### src/rtl/io_map_pkg.sv
// io_map_pkg: processor I/O address map and CTRL register bit indices shared by bus responders.
package io_map_pkg;
  localparam logic [31:0] ADDRHEX  = 32'hFFFFF000;
  localparam logic [31:0] ADDRLEDR = 32'hFFFFF020;
  localparam logic [31:0] ADDRKEY  = 32'hFFFFF080;
  localparam logic [31:0] ADDRSW   = 32'hFFFFF090;
  localparam logic [31:0] CTRL_OFF = 32'd4;
  localparam int READY   = 0;
  localparam int OVERRUN = 2;
  localparam int IE      = 4;
endpackage

### src/rtl/io_debounce.sv
// io_debounce: 2-flop synchronizer, stability counter and debounced register with a change pulse.
module io_debounce #(
  parameter int WIDTH           = 4,
  parameter int DEBOUNCE_CYCLES = 500000,
  parameter int CNTBITS         = 20,
  parameter bit INVERT          = 1'b0
) (
  input  logic             clk,
  input  logic             reset,
  input  logic [WIDTH-1:0] din,
  output logic [WIDTH-1:0] dout,
  output logic             chg
);
  localparam logic [CNTBITS-1:0] LAST = CNTBITS'(DEBOUNCE_CYCLES - 1);
  // sync flops hold the raw pin level, so an idle active-low input resets to all-1
  localparam logic [WIDTH-1:0] SYNC_RST = {WIDTH{INVERT}};
  logic [WIDTH-1:0] s1, s2, val;
  logic [CNTBITS-1:0] cnt;
  assign val = INVERT ? ~s2 : s2;
  assign chg = (cnt == LAST) && (val != dout);
  always_ff @(posedge clk or posedge reset) begin
    if (reset) begin
      s1   <= SYNC_RST;
      s2   <= SYNC_RST;
      cnt  <= '0;
      dout <= '0;
    end else begin
      s1   <= din;
      s2   <= s1;
      cnt  <= (s1 != s2) ? '0 : (cnt == LAST) ? cnt : cnt + 1'b1;
      if (chg) dout <= val;
    end
  end
endmodule

### src/rtl/key_sw_io_responder.sv
// key_sw_io_responder: KEY/SW data and control/status registers on the data-memory bus.
// Optional macro KEY_SW_IRQ_EN adds the IE bits and a registered level interrupt.
module key_sw_io_responder
  import io_map_pkg::*;
#(
  parameter int                DBITS           = 32,
  parameter int                KEYBITS         = 4,
  parameter int                SWBITS          = 10,
  parameter logic [DBITS-1:0] ADDRKEY         = io_map_pkg::ADDRKEY,
  parameter logic [DBITS-1:0] ADDRSW          = io_map_pkg::ADDRSW,
  parameter int                DEBOUNCE_CYCLES = 500000,
  parameter int                CNTBITS         = 20
) (
  input  logic               clk,
  input  logic               reset,
  input  logic [DBITS-1:0]   addr,
  input  logic [DBITS-1:0]   wdata,
  input  logic               we,
  input  logic               re,
  output logic               hit,
  output logic [DBITS-1:0]   rdata,
  output logic               rvalid,
  input  logic [KEYBITS-1:0] key_n,
  input  logic [SWBITS-1:0]  sw,
  output logic               irq
);
  localparam logic [DBITS-1:0] KCTRL_A = ADDRKEY + DBITS'(CTRL_OFF);
  localparam logic [DBITS-1:0] SCTRL_A = ADDRSW + DBITS'(CTRL_OFF);
  logic [KEYBITS-1:0] kval;
  logic [SWBITS-1:0] sval;
  logic [1:0] chg, rdy, ovr, ie, data_rd, ctrl_wr, rdy_clr, ovr_clr;
  logic [DBITS-1:0] kctrl, sctrl, rd_mux;
  logic unused;
  io_debounce #(.WIDTH(KEYBITS), .DEBOUNCE_CYCLES(DEBOUNCE_CYCLES), .CNTBITS(CNTBITS), .INVERT(1'b1))
    u_key (.clk(clk), .reset(reset), .din(key_n), .dout(kval), .chg(chg[0]));
  io_debounce #(.WIDTH(SWBITS), .DEBOUNCE_CYCLES(DEBOUNCE_CYCLES), .CNTBITS(CNTBITS), .INVERT(1'b0))
    u_sw (.clk(clk), .reset(reset), .din(sw), .dout(sval), .chg(chg[1]));
  assign hit = (addr == ADDRKEY) || (addr == KCTRL_A) || (addr == ADDRSW) || (addr == SCTRL_A);
  assign data_rd = {re && addr == ADDRSW, re && addr == ADDRKEY};
  assign ctrl_wr = {we && addr == SCTRL_A, we && addr == KCTRL_A};
  assign rdy_clr = data_rd | (ctrl_wr & {2{~wdata[READY]}});
  assign ovr_clr = ctrl_wr & {2{~wdata[OVERRUN]}};
  assign unused = &{1'b0, wdata};
  always_comb begin
    kctrl = '0;
    sctrl = '0;
    kctrl[READY] = rdy[0];
    kctrl[OVERRUN] = ovr[0];
    kctrl[IE] = ie[0];
    sctrl[READY] = rdy[1];
    sctrl[OVERRUN] = ovr[1];
    sctrl[IE] = ie[1];
    rd_mux = (addr == ADDRKEY) ? DBITS'(kval) : (addr == KCTRL_A) ? kctrl :
             (addr == ADDRSW) ? DBITS'(sval) : sctrl;
  end
  // a change pulse wins over a same-cycle clear, and only raises Overrun if Ready survives the cycle
  always_ff @(posedge clk or posedge reset) begin
    if (reset) begin
      rdy    <= '0;
      ovr    <= '0;
      rdata  <= '0;
      rvalid <= 1'b0;
    end else begin
      rdy    <= chg | (rdy & ~rdy_clr);
      ovr    <= (chg & rdy & ~rdy_clr) | (ovr & ~ovr_clr);
      rvalid <= re && hit;
      if (re && hit) rdata <= rd_mux;
    end
  end
`ifdef KEY_SW_IRQ_EN
  always_ff @(posedge clk or posedge reset) begin
    if (reset) begin
      ie  <= '0;
      irq <= 1'b0;
    end else begin
      ie  <= {ctrl_wr[1] ? wdata[IE] : ie[1], ctrl_wr[0] ? wdata[IE] : ie[0]};
      irq <= |(ie & rdy);
    end
  end
`else
  assign ie  = '0;
  assign irq = 1'b0;
`endif
endmodule

### config.mk
export PLATFORM = sky130hd
export DESIGN_NAME = key_sw_io_responder
export DESIGN_NICKNAME = d
export VERILOG_FILES = /design/src/rtl/io_map_pkg.sv /design/src/rtl/io_debounce.sv /design/src/rtl/key_sw_io_responder.sv
export SDC_FILE = /design/constraint.sdc
export NUM_CORES = 1
export LEC_CHECK = 0
export BUFFER_PORTS_ARGS = -buffer_cell sky130_fd_sc_hd__buf_2
export CORE_MARGIN = 3
export CORE_UTILIZATION = 57
export DETAILED_ROUTE_END_ITERATION = 16
export GPL_TIMING_DRIVEN = 0
export PLACE_DENSITY = 0.85
export SYNTH_ARGS = -nofsm -noshare
export SYNTH_HDL_FRONTEND = slang
export SYNTH_SLANG_ARGS = --single-unit
### constraint.sdc
create_clock -name clk -period 7 [get_ports clk]
set_input_delay 1.4 -clock clk [delete_from_list [all_inputs] [get_ports clk]]
set_output_delay 1.4 -clock clk [all_outputs]
set_load 0.01 [all_outputs]
# Word level (Yosys, flattened, before mapping)

Index checks and enable logic that the tools add are counted.

Bits in registers: 119
Latch bits: 0
Memory bits (writable): 0
Memory bits (read-only): 0
Input bits: 82
Output and inout bits: 35
Word-level logic and storage cells: 57
Memories kept: 0

Add/sub/neg operators: 2
Multiply operators: 0
Divide/modulo/power cells: 0
Magnitude comparators: 0
Eq/ne operators: 12
Shift operators: 0
Muxes and demuxes: 7
Bitwise operators: 14
Reduce and logical (&&, ||, !) cells: 10

Operators by type and width:

| cell                    | number |
|---|---|
| $eq A32 B32 Y1 const B  | 4 |
| $mux W20                | 4 |
| $add A20 B1 Y20 const B | 2 |
| $eq A20 B19 Y1 const B  | 2 |
| $mux W10                | 3 |
| $ne A10 B10 Y1          | 2 |
| $and A2 B2 Y2           | 6 |
| $ne A4 B4 Y1            | 2 |
| $logic_and A1 B1 Y1     | 7 |
| $or A2 B2 Y2            | 3 |
| $ne A2 B2 Y1 const B    | 2 |
| $not A2 Y2              | 2 |
| $not A4 Y4              | 1 |
| $logic_or A1 B1 Y1      | 3 |
| $not A1 Y1              | 2 |

# Depth between registers and ports, before layout

Word-level depth: 7
Gate-level depth with buffers: 6
Mapped depth without buffers: 6

# Modules after synthesis

From an unflattened synthesis, not the netlist that was laid out.

Cells, all modules: 437
Area total of the unflattened synthesis: 4,827.1 um^2

Modules (own cells, without submodules):

| module              | times used | cells each | area an instance (um^2) | sequential area each (um^2) |
|---|---|---|---|---|
| io_debounce (u_sw)  | 1          | 187        | 2,198.4                 | 1,251.2 |
| io_debounce (u_key) | 1          | 141        | 1,524.0                 | 810.8 |
| key_sw_io_responder | 1          | 109        | 1,104.8                 | 375.4 |

# Worst setup path after synthesis

No wires, ideal clock.

Path type: in2out
From: in addr[3]
To: out hit
Arrival: 2,387 ps
Data required time: 5,600 ps
Path slack: 3,213 ps
Cell stages on the path: 4
Buffers on the path: 0
Path through: or4b_1 nor3_1 nand3_1 inv_1

Cells in the longest elaborated chain, start to end: 4
Elaborated cells between the ends (all ways): 7
Classes of those cells: eq/ne (4); reduce/logical (3)

Ends and longest elaborated chain:

| what                             | RTL line                  | source |
|---|---|---|
| from (decl)                      | key_sw_io_responder.sv:16 | `input logic [DBITS-1:0] addr,` |
| $eq A32 B32 Y1                   | key_sw_io_responder.sv:38 | `assign hit = (addr == ADDRKEY) \|\| (addr == KCTRL_A) \|\| (addr == ADDRSW) \|\| (addr == SCTRL_A);` |
| $logic_or A1 B1 Y1 (2 in series) | key_sw_io_responder.sv:38 |  |
| $logic_or A1 B1 Y1 *             | key_sw_io_responder.sv:38 |  |
| to (decl)                        | key_sw_io_responder.sv:20 | `output logic hit,` |

Mark *: on every way between the ends. The rest lies on a longest branch, timed or not.

# Worst setup path after layout

Ends and elaborated chain as after synthesis.

==> results.py <==
metrics = {
    "clock_network": {
        "hold_buffers": 0,
        "clock_latency_ns": 0.37,
        "numCtsBuffers": 9,
        "cts_tree": "yes",
        "post-cts-setup-buffers": 0,
        "ctsResizeCount": 0,
        "clockRootBuffer": "clkbuf_8",
        "h-tree-depth": 3,
        "clk_pin_slew_ns": 0.09,
        "clock_path_buffers": 2,
        "cts.sinks": 97,
    },
    "layout": {
        "seq_area_um2": 2440,
        "layout-drive-gt1-share": 0.243,
        "multiInputGateArea_um2": 1850,
        "nets": 581,
        "fin_cells": 601,
        "utilization": 0.698,
        "area_delta_synth_final_pct": 16.4,
        "n_antenna_cell": 0,
        "num-fill-cells": 549,
    },
    "synth": {
        "ys.flop_type": "dfrtp_1",
        "synth.top_cell.area_share": 0.502,
        "synth_area_um2": 4440,
        "syn-mean-instance-area_um2": 11.0,
        "yosys_warnings": 0,
        "yosysMostFrequentCell": "dfrtp_1",
        "yosys_register_bits": 97,
        "synth_cells": 402,
        "yosysUniqueCellTypes": 40,
        "ys_top_cells_by_count": "89 x dfrtp_1, 37 x nor2_1, 30 x nand2_1",
        "synth_edf_count": 0,
        "synth_largest_area_cell": "dfrtp_1",
        "synth_area_leaders": "dfrtp_1 50%, xor2_1 5.5%, xnor2_1 4.9%, dfstp_2 4.7%, buf_4 4.1%",
        "async_flop_share": 1.00,
        "synth_seq_area_share": 0.549,
    },
    "power": {
        "pwr-share-clk": 0.349,
        "p_per_area_nw_per_um2": 190,
        "comb_power_share": 0.063,
        "worst_ir_drop_vdd_mv": 0.168,
        "p_switching_mw": 0.248,
        "p_leak_nw": 2.35,
        "power_frac_seq": 0.588,
        "swShare": 0.252,
        "internal-power_mw": 0.736,
    },
    "sta": {
        "rsz0062_at_grt": "no",
        "setup_viol": 0,
        "fmax_mhz": 241,
        "worstMarginPinSlew_ns": 0.615,
        "period_needed_ns": 4.15,
        "hold_violations": 0,
        "worst_slew_margin_rel": 0.587,
        "drv_slew": 0,
        "tns_ns": 0,
        "skew_ns": 0.0100,
        "fin_crit_sh": 0.592,
    },
    "routing": {
        "drt-pass1-iter-count": 5,
        "wl_per_cell_um": 14.0,
        "drt-initial-drc-count": 186,
        "via_count": 3187,
        "avgViaCountPerCell": 5.30,
        "drc": 0,
        "wirelength_mm": 8.44,
        "drt.antenna.violating_nets": 0,
    },
    "die": {
        "dieArea_um2": 8880,
        "core-area_um2": 7410,
        "die_w_um": 94.2,
        "dieHeight_um": 94.2,
        "start_util": 0.599,
        "fp-row-count": 31,
        "io_pins": 117,
    },
    "grt": {
        "grt_antenna_before_repair": 0,
        "grt_pass1_vias": 3118,
        "grt_max_degree": 67,
        "track_usage": 0.209,
        "grt_pass1_wl_mm": 14.5,
        "grt_overflow": 0,
    },
    "job": {
        "drv_cap": 0,
    },
    "critical_path": {
        "critPathCaptureType": "primary output",
        "required_ns": 5.60,
        "crit_type": "primary input to primary output",
        "cp_max_fo": 5,
        "crit_top_cell": "buf_2",
        "crit_arrival_ns": 2.75,
        "cp_slowest_cell": "or4b_1",
        "crit_path_max_incr_delay_ns": 0.52,
        "crit_chain": "buf_2, or4b_1, nor3_1, nand3_1, inv_1, buf_2",
        "cp-start-kind": "primary input",
    },
    "placement": {
        "port-buffer-count": 61,
        "gp_congestion": 0.855,
        "dp.cells": 585,
        "place_hpwl_mm": 6.27,
    },
    "outcome": {
        "outcome": "finished, final reports clean",
    },
    "hold_path": {
        "hp-class": "register to register",
    },
}
==> layout by cell type (no fill, tap or decap), types with 14 or more instances in the layout <==
| cell type | count |
|---|---|
| o21ai_0 | 15 |
| nand2_1 | 30 |
| xnor2_1 | 25 |
| buf_4 | 24 |
| buf_2 | 62 |
| dfrtp_1 | 89 |
| nand4_1 | 18 |
| a21oi_1 | 14 |
| conb_1 | 23 |
| xor2_1 | 28 |
| nor2_1 | 37 |
==> final cells by class <==
cell class | count | area share
clock buffers | 9 | 0.0240
flip-flops and latches | 97 | 0.472
plain buffers | 32 | 0.0409
repair buffers | 62 | 0.0644
clock inverters | 7 | 0.0123
inverters | 6 | 0.00484
multi-input cells | 289 | 0.358
well taps | 99 | 0.0240
==> through the flow <==
stage                     hold WS [ns]  total power, mW  instance area, µm²  setup slack, ns
after floorplan                  0.361            0.628                4520             3.08
after global placement           0.363            0.647                4950             2.12
after detailed placement         0.368            0.652                4980             2.90
after CTS                        0.382            0.991                5170             2.87
after global routing             0.386             1.02                5170             2.76
final                            0.380            0.984                5170             2.85
==> sequential cells by signal, indices dropped and copies added (netlist names) <==
register	count
u_key.cnt	20
u_sw.s1	10
u_sw.dout	10
ovr	2
u_sw.s2	10
rdy	2
u_sw.cnt	20
rvalid	1
u_key.s1	4
u_key.dout	4
rdata	10
u_key.s2	4
==> critical path: cells and delay by family <==
| kind | cells | cell delay, ns |
|---|---|---|
| buffers and inverters | 3 | 0.33 |
| and+or+nand+nor | 3 | 1.01 |
==> path summary, 6_finish.rpt <==
| path | startpoint | to | slack [ns] | cells after the start |
|---|---|---|---|---|
| setup / recovery | addr[3] | hit | 2.85 | 6 |
| hold / removal | u_key.s1[2] | u_key.s2[2] | 0.38 | 0 |
| setup reg to reg | u_sw.cnt[9] | u_sw.dout[0] | 4.75 | 5 |
| hold reg to reg | u_key.s1[2] | u_key.s2[2] | 0.38 | 0 |
| max in group asynchronous | reset | u_key.s2[3] | 5.29 | 3 |
| min in group asynchronous | reset | u_sw.cnt[12] | 1.03 | 2 |
==> power by group through the flow <==
stage	Clock [mW]	Sequential (mW)	Combinational (mW)
2_1_floorplan	0	0.588	0.0404
3_3_place_gp	0	0.589	0.0584
3_5_place_dp	0	0.590	0.0624
4_1_cts	0.350	0.579	0.0629
5_1_grt	0.375	0.580	0.0698
6_report	0.343	0.579	0.0622
==> per-layer routing <==
| layer | wire length (µm) | part of all wire | up-vias | global-route usage |
|---|---|---|---|---|
| li1 | - | - | 1557 | - |
| met1 | 3420 | 0.41 | 1507 | 0.260 |
| met2 | 4380 | 0.52 | 112 | 0.369 |
| met3 | 519 | 0.061 | 11 | 0.0321 |
| met4 | 118 | 0.014 | 0 | 0.0734 |
| met5 | 0 | 0 | - | 0 |
==> logic make-up after synthesis <==
kind of cell / count (synthesis) / synth area share
other: 1 / 0.000845
adder cells (fa/ha/maj): 2 / 0.00564
flip-flops: 97 / 0.549
buffers and inverters: 38 / 0.0527
AO/OA/AOI/OAI: 44 / 0.0575
AND/OR/NAND/NOR: 148 / 0.178
XOR/XNOR: 53 / 0.105
multiplexers: 19 / 0.0519
No activity file was read; power rests on OpenSTA's default activity.
